File: config.mk
export PLATFORM = sky130hd
export DESIGN_NAME = pwm_cmd_sequencer_flat
export DESIGN_NICKNAME = d
export VERILOG_FILES = /design/src/rtl/pwm_pkg.sv /design/src/rtl/pwm_cmd_sequencer_if.sv /design/src/rtl/cmd_fifo.sv /design/src/rtl/pwm_cmd_sequencer.sv /design/src/flat_wrapper.sv
export SDC_FILE = /design/constraint.sdc
export NUM_CORES = 1
export LEC_CHECK = 0
export BUFFER_PORTS_ARGS = -buffer_cell sky130_fd_sc_hd__buf_2
export CORE_UTILIZATION = 60
export CTS_CLUSTER_SIZE = 20
export DETAILED_ROUTE_END_ITERATION = 8
export PLACE_DENSITY = 0.79
export SETUP_SLACK_MARGIN = 0.1
export SLEW_MARGIN = 20
export SYNTH_ARGS = -nofsm -noshare
export SYNTH_HDL_FRONTEND = slang
export SYNTH_HIERARCHICAL = 1
export SYNTH_SLANG_ARGS = --single-unit
File: constraint.sdc
create_clock -name clk -period 6.3 [get_ports clk]
set_clock_uncertainty 0.1 [all_clocks]
set_input_delay 1.89 -clock clk [delete_from_list [all_inputs] [get_ports clk]]
set_output_delay 1.89 -clock clk [all_outputs]
set_load 0.02 [all_outputs]
File: src/rtl/pwm_pkg.sv
// Shared definitions for the PWM command sequencer: command word layout,
// address map and the sequencer FSM state encoding.
package pwm_pkg;

  localparam int CMD_W     = 16;
  localparam int ADDR_W    = 4;
  localparam int PAYLOAD_W = CMD_W - ADDR_W;

  localparam logic [ADDR_W-1:0] ADDR_CH_MAX = 4'h7;
  localparam logic [ADDR_W-1:0] ADDR_CLKDIV = 4'h8;
  localparam logic [ADDR_W-1:0] ADDR_BCAST  = 4'h9;
  localparam logic [ADDR_W-1:0] ADDR_CFG    = 4'hA;

  typedef enum logic [1:0] {
    ST_IDLE      = 2'd0,
    ST_ISSUE     = 2'd1,
    ST_BCAST     = 2'd2,
    ST_WAIT_TICK = 2'd3
  } state_t;

endpackage

File: src/rtl/pwm_cmd_sequencer_if.sv
// Command-side and strobe-side signals of the sequencer. The master is the
// SPI receiver / timing side, the slave is the sequencer itself.
interface pwm_cmd_sequencer_if
  import pwm_pkg::*;
#(
  parameter int NUM_CH = 8,
  parameter int CMP_W  = 10,
  parameter int DIV_W  = 4
);

  logic [CMD_W-1:0]  cmd_data;
  logic              cmd_valid;
  logic              period_tick;
  logic [NUM_CH-1:0] pwm_wr;
  logic [CMP_W-1:0]  pwm_compare;
  logic              clk_div_wr;
  logic [DIV_W-1:0]  clk_div_in;
  logic              sync_mode;
  logic              busy;
  logic              cmd_drop;
  logic              cmd_err;

  modport master (
    output cmd_data, cmd_valid, period_tick,
    input  pwm_wr, pwm_compare, clk_div_wr, clk_div_in,
           sync_mode, busy, cmd_drop, cmd_err
  );

  modport slave (
    input  cmd_data, cmd_valid, period_tick,
    output pwm_wr, pwm_compare, clk_div_wr, clk_div_in,
           sync_mode, busy, cmd_drop, cmd_err
  );

endinterface

File: src/rtl/cmd_fifo.sv
// Small synchronous first-word-fall-through FIFO for command words.
// Pointers carry one extra MSB so full and empty can be told apart.
module cmd_fifo #(
  parameter int DEPTH = 4,
  parameter int WIDTH = 16
) (
  input  logic             clk,
  input  logic             rst,
  input  logic             push,
  input  logic [WIDTH-1:0] din,
  input  logic             pop,
  output logic [WIDTH-1:0] dout,
  output logic             full,
  output logic             empty
);

  localparam int AW = $clog2(DEPTH);

  logic [WIDTH-1:0] mem [DEPTH];
  logic [AW:0]      wr_ptr;
  logic [AW:0]      rd_ptr;
  logic             wr_en;
  logic             rd_en;

  // A push into a full queue still lands when the same cycle frees a slot.
  assign wr_en = push & (~full | pop);
  assign rd_en = pop & ~empty;

  assign empty = (wr_ptr == rd_ptr);
  assign full  = (wr_ptr[AW] != rd_ptr[AW]) && (wr_ptr[AW-1:0] == rd_ptr[AW-1:0]);
  assign dout  = mem[rd_ptr[AW-1:0]];

  // Pointer update; reset empties the queue.
  always_ff @(posedge clk or posedge rst) begin
    if (rst) begin
      wr_ptr <= '0;
      rd_ptr <= '0;
    end else begin
      if (wr_en) wr_ptr <= wr_ptr + 1'b1;
      if (rd_en) rd_ptr <= rd_ptr + 1'b1;
    end
  end

  // Storage array, written on accepted pushes only.
  always_ff @(posedge clk) begin
    if (wr_en) mem[wr_ptr[AW-1:0]] <= din;
  end

endmodule

File: src/rtl/pwm_cmd_sequencer.sv
// Queues SPI command words, decodes them and issues single-cycle write
// strobes to the PWM channel bank and the clock divider, with broadcast
// writes and an optional hold-until-period-boundary mode.
module pwm_cmd_sequencer
  import pwm_pkg::*;
#(
  parameter int NUM_CH     = 8,
  parameter int CMP_W      = 10,
  parameter int DIV_W      = 4,
  parameter int FIFO_DEPTH = 4
) (
  input logic                clk,
  input logic                rst,
  pwm_cmd_sequencer_if.slave bus
);

  localparam int BCNT_W = (NUM_CH > 1) ? $clog2(NUM_CH) : 1;

  state_t              state;
  state_t              state_nxt;
  logic                cmd_valid_q;
  logic                push_req;
  logic                pop;
  logic                pop_err;
  logic                cfg_wr;
  logic [ADDR_W-1:0]   pop_addr;
  logic [CMD_W-1:0]    fifo_dout;
  logic                fifo_full;
  logic                fifo_empty;
  logic [ADDR_W-1:0]   cur_addr;
  logic [PAYLOAD_W-1:0] cur_payload;
  logic [BCNT_W-1:0]   bcnt;
  logic                sync_q;
  logic                err_q;
  logic                drop_q;
  logic [NUM_CH-1:0]   pwm_wr_q;
  logic [NUM_CH-1:0]   pwm_wr_nxt;
  logic [CMP_W-1:0]    cmp_q;
  logic [CMP_W-1:0]    cmp_nxt;
  logic                div_wr_q;
  logic                div_wr_nxt;
  logic [DIV_W-1:0]    div_in_q;
  logic [DIV_W-1:0]    div_in_nxt;
  logic [NUM_CH-1:0]   one_hot_base;
  logic                unused_payload;

  assign one_hot_base   = {{(NUM_CH-1){1'b0}}, 1'b1};
  assign push_req       = bus.cmd_valid & ~cmd_valid_q;
  assign pop_addr       = fifo_dout[CMD_W-1:PAYLOAD_W];
  assign unused_payload = ^cur_payload;

  cmd_fifo #(
    .DEPTH (FIFO_DEPTH),
    .WIDTH (CMD_W)
  ) u_fifo (
    .clk   (clk),
    .rst   (rst),
    .push  (push_req),
    .din   (bus.cmd_data),
    .pop   (pop),
    .dout  (fifo_dout),
    .full  (fifo_full),
    .empty (fifo_empty)
  );

  // FSM state register; reset aborts any broadcast or pending wait.
  always_ff @(posedge clk or posedge rst) begin
    if (rst) state <= ST_IDLE;
    else     state <= state_nxt;
  end

  // Next-state and pop decode: the head word is decoded as it is popped.
  always_comb begin
    state_nxt = state;
    pop       = 1'b0;
    pop_err   = 1'b0;
    cfg_wr    = 1'b0;
    case (state)
      ST_IDLE: begin
        if (!fifo_empty) begin
          pop = 1'b1;
          if (pop_addr <= ADDR_CH_MAX) begin
            if (int'(pop_addr) < NUM_CH) state_nxt = sync_q ? ST_WAIT_TICK : ST_ISSUE;
            else                         pop_err   = 1'b1;
          end else if (pop_addr == ADDR_CLKDIV) begin
            state_nxt = ST_ISSUE;
          end else if (pop_addr == ADDR_BCAST) begin
            state_nxt = sync_q ? ST_WAIT_TICK : ST_BCAST;
          end else if (pop_addr == ADDR_CFG) begin
            cfg_wr = 1'b1;
          end else begin
            pop_err = 1'b1;
          end
        end
      end
      ST_WAIT_TICK: begin
        if (bus.period_tick) state_nxt = (cur_addr == ADDR_BCAST) ? ST_BCAST : ST_ISSUE;
      end
      ST_ISSUE: state_nxt = ST_IDLE;
      ST_BCAST: begin
        if (bcnt == BCNT_W'(NUM_CH-1)) state_nxt = ST_IDLE;
      end
      default: state_nxt = ST_IDLE;
    endcase
  end

  // Strobe/data values to be registered this cycle, derived from the state.
  always_comb begin
    pwm_wr_nxt = '0;
    cmp_nxt    = '0;
    div_wr_nxt = 1'b0;
    div_in_nxt = '0;
    case (state)
      ST_ISSUE: begin
        if (cur_addr == ADDR_CLKDIV) begin
          div_wr_nxt = 1'b1;
          div_in_nxt = cur_payload[DIV_W-1:0];
        end else begin
          pwm_wr_nxt = one_hot_base << cur_addr;
          cmp_nxt    = cur_payload[CMP_W-1:0];
        end
      end
      ST_BCAST: begin
        pwm_wr_nxt = one_hot_base << bcnt;
        cmp_nxt    = cur_payload[CMP_W-1:0];
      end
      default: ;
    endcase
  end

  // Datapath: edge detect, current command latch, broadcast counter,
  // config bit, status pulses and registered outputs.
  always_ff @(posedge clk or posedge rst) begin
    if (rst) begin
      cmd_valid_q <= 1'b0;
      cur_addr    <= '0;
      cur_payload <= '0;
      bcnt        <= '0;
      sync_q      <= 1'b0;
      err_q       <= 1'b0;
      drop_q      <= 1'b0;
      pwm_wr_q    <= '0;
      cmp_q       <= '0;
      div_wr_q    <= 1'b0;
      div_in_q    <= '0;
    end else begin
      cmd_valid_q <= bus.cmd_valid;
      drop_q      <= push_req & fifo_full & ~pop;
      err_q       <= pop_err;
      if (pop) begin
        cur_addr    <= pop_addr;
        cur_payload <= fifo_dout[PAYLOAD_W-1:0];
        bcnt        <= '0;
      end else if (state == ST_BCAST) begin
        bcnt <= bcnt + BCNT_W'(1);
      end
      if (cfg_wr) sync_q <= fifo_dout[0];
      pwm_wr_q <= pwm_wr_nxt;
      cmp_q    <= cmp_nxt;
      div_wr_q <= div_wr_nxt;
      div_in_q <= div_in_nxt;
    end
  end

  assign bus.pwm_wr      = pwm_wr_q;
  assign bus.pwm_compare = cmp_q;
  assign bus.clk_div_wr  = div_wr_q;
  assign bus.clk_div_in  = div_in_q;
  assign bus.sync_mode   = sync_q;
  assign bus.busy        = ~fifo_empty | (state != ST_IDLE);
  assign bus.cmd_drop    = drop_q;
  assign bus.cmd_err     = err_q;

endmodule

File: src/flat_wrapper.sv
// flat-port wrapper written by rule: the top's interface ports become plain ports
module pwm_cmd_sequencer_flat import pwm_pkg::*;
#(
  parameter int NUM_CH     = 8,
  parameter int CMP_W      = 10,
  parameter int DIV_W      = 4,
  parameter int FIFO_DEPTH = 4
)
  (clk, rst, bus_cmd_data, bus_cmd_valid, bus_period_tick, bus_pwm_wr, bus_pwm_compare, bus_clk_div_wr, bus_clk_div_in, bus_sync_mode, bus_busy, bus_cmd_drop, bus_cmd_err);
  pwm_cmd_sequencer_if #(.NUM_CH(NUM_CH), .CMP_W(CMP_W), .DIV_W(DIV_W)) bus_i ();
  input logic clk;
  input logic rst;
  input wire logic [$bits(bus_i.cmd_data)-1:0] bus_cmd_data;
  input wire logic [$bits(bus_i.cmd_valid)-1:0] bus_cmd_valid;
  input wire logic [$bits(bus_i.period_tick)-1:0] bus_period_tick;
  output wire logic [$bits(bus_i.pwm_wr)-1:0] bus_pwm_wr;
  output wire logic [$bits(bus_i.pwm_compare)-1:0] bus_pwm_compare;
  output wire logic [$bits(bus_i.clk_div_wr)-1:0] bus_clk_div_wr;
  output wire logic [$bits(bus_i.clk_div_in)-1:0] bus_clk_div_in;
  output wire logic [$bits(bus_i.sync_mode)-1:0] bus_sync_mode;
  output wire logic [$bits(bus_i.busy)-1:0] bus_busy;
  output wire logic [$bits(bus_i.cmd_drop)-1:0] bus_cmd_drop;
  output wire logic [$bits(bus_i.cmd_err)-1:0] bus_cmd_err;
  assign bus_i.cmd_data = bus_cmd_data;
  assign bus_i.cmd_valid = bus_cmd_valid;
  assign bus_i.period_tick = bus_period_tick;
  assign bus_pwm_wr = bus_i.pwm_wr;
  assign bus_pwm_compare = bus_i.pwm_compare;
  assign bus_clk_div_wr = bus_i.clk_div_wr;
  assign bus_clk_div_in = bus_i.clk_div_in;
  assign bus_sync_mode = bus_i.sync_mode;
  assign bus_busy = bus_i.busy;
  assign bus_cmd_drop = bus_i.cmd_drop;
  assign bus_cmd_err = bus_i.cmd_err;
  pwm_cmd_sequencer #(.NUM_CH(NUM_CH), .CMP_W(CMP_W), .DIV_W(DIV_W), .FIFO_DEPTH(FIFO_DEPTH)) u_core (.clk(clk), .rst(rst), .bus(bus_i));
endmodule
Yosys cells after proc, flatten, opt, wreduce, memory -nomap -nowiden
Memories as Yosys holds them, arrays and structs flattened.
Index checks and enable logic that the tools add are counted.
{"block": "word_totals", "out_inout_bits": 27, "register_bits": 52, "memories": 1, "in_bits": 20, "ramBits": 64}
{"memory": "u_core.u_fifo.mem", "words": 4, "width": 16, "rd": 1, "rd_clocked_by_memory_dff": 0, "wr": 1, "line": "cmd_fifo.sv:19", "text": "logic [WIDTH-1:0] mem [DEPTH];"}
{"block": "op_classes", "n_bitwise": 11, "n_reduce_logical": 5, "add_sub_neg": 3, "shift": 2, "n_mux": 38, "n_lt_le_gt_ge": 2, "n_eq_ne": 17}
{"operator": "4-bit == test (second input constant)", "count": 5}
{"operator": "1-bit two-way mux", "count": 20}
{"operator": "10-bit one-hot mux with 2 select lines", "count": 1}
{"operator": "2-bit two-way mux", "count": 9}
{"operator": "8-bit one-hot mux with 2 select lines", "count": 1}
{"operator": "10-bit two-way mux", "count": 1}
{"operator": "3-bit by 1-bit adder with 3-bit output (second input constant)", "count": 3}
{"operator": "4-bit two-way mux", "count": 2}
{"operator": "8-bit two-way mux", "count": 1}
{"operator": "2-bit one-hot mux with 4 select lines", "count": 1}
{"operator": "1-bit by 3-bit << shifter with 8-bit output (first input constant)", "count": 1}
{"operator": "1-bit by 4-bit << shifter with 8-bit output (first input constant)", "count": 1}
{"operator": "3-bit two-way mux", "count": 2}
{"operator": "1-bit bitwise AND", "count": 5}
{"operator": "5-bit AND reduction", "count": 1}
{"operator": "2-bit == test (second input constant)", "count": 2}
{"operator": "4-bit by 3-bit <= comparator with 1-bit output (second input constant)", "count": 1}
{"operator": "4-bit < comparator (second input constant)", "count": 1}
{"operator": "2-bit inequality test (second input constant)", "count": 2}
{"operator": "4-bit by 1-bit inequality test with 1-bit output (second input constant)", "count": 1}
{"operator": "1-bit inverter", "count": 4}
{"operator": "2-bit nonzero test", "count": 2}
{"operator": "3-bit == test", "count": 1}
{"operator": "3-bit == test (second input constant)", "count": 1}
{"operator": "8 further kinds", "count": 9}

Depth between registers and ports, before layout
An unclocked memory read counts as a cell.
{"block": "depth", "word_depth": 8, "depth_mapped": 8, "ltp_nobuf": 5}

Cells and area by module
The synthesis kept the hierarchy.
{"module": "cmd_fifo", "cells_each": 120, "area_per_inst_um2": 2775.2, "n_inst": 1}
{"module": "pwm_cmd_sequencer", "cells_each": 163, "area_per_inst_um2": 2014.4, "n_inst": 1}

Worst setup path before layout
No wires, ideal clock.
{"block": "synth_path", "path_kind": "register to output", "startpoint": "register u_core.u_fifo.rd_ptr[0]", "endpoint": "output bus_busy", "path_stages_with_launch": 5, "path_slack_ns": 3.054, "n_path_buf": 1, "arrival_time_ns": 1.256, "cell_sequence": "dfrtp_1 buf_6 xor2_2 nor3_1 nand2_1"}
{"block": "synth_via", "elab_chain_len": 3}
{"item": "start, declared", "line": "cmd_fifo.sv:21", "text": "logic [AW:0] rd_ptr;"}
{"item": "start signal, assigned", "line": "cmd_fifo.sv:40", "text": "if (rd_en) rd_ptr <= rd_ptr + 1'b1;"}
{"item": "3-bit == test", "line": "cmd_fifo.sv:29", "text": "assign empty = (wr_ptr == rd_ptr);"}
{"item": "named net u_core.fifo_empty", "line": "pwm_cmd_sequencer.sv:29", "text": "logic fifo_empty;"}
{"item": "1-bit inverter", "line": "pwm_cmd_sequencer.sv:170", "text": "assign bus.busy = ~fifo_empty | (state != ST_IDLE);"}
{"item": "1-bit OR", "line": "pwm_cmd_sequencer.sv:170"}
{"item": "end, declared", "line": "flat_wrapper.sv:21", "text": "output wire logic [$bits(bus_i.busy)-1:0] bus_busy;"}
The timed path passes the listed nets, and every way through them passes these cells.

Worst setup path in the final report
Same ends and word-level chain as after synthesis.

==> flow_metrics.tcl <==
set metrics [dict create \
    power_density_nw_per_um2 456.1 \
    pre_cts_ws_ns 2.240 \
    final.period_utilization 0.6946 \
    crit_path_top_delay_cell "dfrtp_1" \
    startpoint_type "flip-flop" \
    root_buffer "clkbuf_8" \
    grt_max_degree 47 \
    pwr-share-comb 0.364 \
    clockPowerShare 0.173 \
    gp_congestion 0.7874 \
    area_delta_synth_final_pct 10.86 \
    maxSlewHeadroom 0.3490 \
    drv_slew 0 \
    crit_buf_inv 1 \
    dieArea_um2 7858 \
    avgRoutedWirePerCell_um 15.43 \
    port_buffers 44 \
    tightest_slew_ns 0.9766 \
    coreArea_um2 7253 \
    fmaxAchievable_mhz 228.5 \
    cts_resized 0 \
    multi_input_area_um2 1411 \
    drt_wl_total_um 6542 \
    grt.overflow.total 0 \
    internal_power_uw 1454 \
    regArea_um2 2983 \
    hold_buffers 0 \
    synth_nets 309 \
    clkTransAtPathRegs_ns 0.11 \
    seq_power_share 0.463 \
    cts_htree_levels 3 \
    hp-class "flip-flop to flip-flop" \
    cts_buffers 9 \
    grt_use_total 0.1906 \
    switching_share 0.3618 \
    worst-endpoint-required_ns 4.31 \
    path_cells "xor2_2 -> nor3_1 -> nand2_1 -> buf_2" \
    setup_tns_ns 0 \
    synthCells 273 \
    clock-sinks 108 \
    drive_gt1_frac 0.2892 \
    cts_tree "built" \
    path_max_fanout 17 \
    p_leak_uw 0.002094 \
    r2r_slack_ns 2.96 \
    drc 0 \
    grt_antenna_before_repair 0 \
    netlist_area_um2 4504 \
    nFillCells 508 \
    n_antenna_cell 0 \
    fp.dieH_um 88.65 \
    ir_worst_vdd_mv 0.2875 \
    drv_cap 0 \
    hpwl_um 4352 \
    clock_insertion_delay_worst_skew_ns 0.37 \
    grt_pass1_wl_um 10630 \
    rsz0062_at_grt "no" \
    pin_count 47 \
    via_count 2305 \
    vias_per_cell 5.436 \
    drtIter0Drc 108 \
    first_global_vias 2191 \
    placedCellCount 408 \
    hold_viol_final 0 \
    finalCriticalPeriod_ns 4.376 \
    cp.arrival_ns 2.39 \
    cts.path.max_buffers 2 \
    endpoint_kind "primary output" \
    cp_slowest_stage_delay_ns 1.00 \
    crit_type "flip-flop to primary output" \
    fin_nets 356 \
    status "complete, no violations" \
    crit_family "flip-flops" \
    rows 31 \
    cts_setup_buffers 0 \
    postRouteAntennaNets 0 \
    setup_viol 0 \
    p_sw_uw 823.9 \
    yosysWarnings 6 \
    layout.cells.non_filler 424 \
    setup_slack_ns 1.924 \
    die_x_um 88.65 \
    start_util 0.6210 \
    drtPass1Iterations 4 \
    syn_avg_cell_area_um2 16.50 \
]
==> metrics by stage <==
| step | utilization | hold slack, ns | total power (uW) | cell area, um^2 |
|---|---|---|---|---|
| 2_1_floorplan | - | 0.3642 | 1714 | 4504 |
| 3_3_place_gp | 0.6626 | 0.3810 | 1878 | 4806 |
| 3_5_place_dp | 0.6626 | 0.3826 | 1911 | 4806 |
| 4_1_cts | 0.6885 | 0.4071 | 2303 | 4994 |
| 5_1_grt | 0.6885 | 0.4430 | 2443 | 4994 |
| 6_report | 0.6885 | 0.3993 | 2278 | 4994 |
==> worst reg2reg max path, stage by stage (launching register included) <==
cell     delay (ns)
dfrtp_1        1.00
xor2_2         0.30
nor3_1         0.46
nor2b_2        0.09
buf_4          0.25
o41ai_2        0.44
inv_1          0.37
==> path summary, 6_finish.rpt <==
path | start | end | cells after the start
max | u_core/u_fifo/rd_ptr[0] | bus_busy | 4
min | u_core/cur_payload[1] | u_core/bus.clk_div_in[1] | 1
max reg2reg | u_core/u_fifo/rd_ptr[0] | u_core/u_fifo/mem[3][0] | 6
min reg2reg | u_core/cur_payload[1] | u_core/bus.clk_div_in[1] | 1
max in group asynchronous | rst | u_core/cur_payload[3] | 2
min in group asynchronous | rst | u_core/u_fifo/rd_ptr[1] | 2
==> layer usage <==
layer / part of all wire / GRT usage / vias up
li1: - / - / 1109
met1: 0.47 / 0.2590 / 1137
met2: 0.48 / 0.2993 / 47
met3: 0.029 / 0.03358 / 12
met4: 0.021 / 0.09677 / 0
met5: 0 / 0 / -
==> power groups by stage <==
stage | Combinational (uW) | Sequential (uW) | Clock, uW
after floorplan | 662 | 1050 | 0
after global placement | 812 | 1070 | 0
after detailed placement | 836 | 1070 | 0
after CTS | 839 | 1060 | 405
after global routing | 923 | 1080 | 435
final | 829 | 1060 | 393
==> sequential cells by signal, summed over array words and instances, names as in the netlist, 2 cells and up <==
signal                  cells
u_core/state                2
u_core/bus.pwm_compare     10
u_core/u_fifo/wr_ptr        3
u_core/u_fifo/mem          56
u_core/bus.clk_div_in       4
u_core/bcnt                 3
u_core/cur_payload         10
u_core/cur_addr             4
u_core/u_fifo/rd_ptr        3
u_core/bus.pwm_wr           8
==> cell usage in the layout (no fill, tap or decap), drive strengths merged, types with 2 or more instances in the layout <==
cell	instances
edfxtp	56
dfrtp	52
buf	45
inv	20
ha	16
mux2	14
mux4	14
and3b	11
clkbuf	9
o21ai	8
and2	8
nand2	7
nor2b	7
nor2	6
xnor2	6
a32oi	3
nand3	3
nor3	3
and3	3
xor2	3
a21boi	2
nor4b	2
nand2b	2
mux2i	2
o41ai	2
clkinvlp	2
a21oi	2
or3	2
o31ai	2
==> final cells by class <==
cell class                 instances  area share
timing repair buffer              45     0.04560
multi-input combinational        140      0.2826
clock buffer                       9     0.02481
tap                               99     0.02481
inverter                          16     0.01203
clock inverter                     7     0.01278
sequential                       108      0.5973
Note: power is estimated with default switching activity, not from simulation.
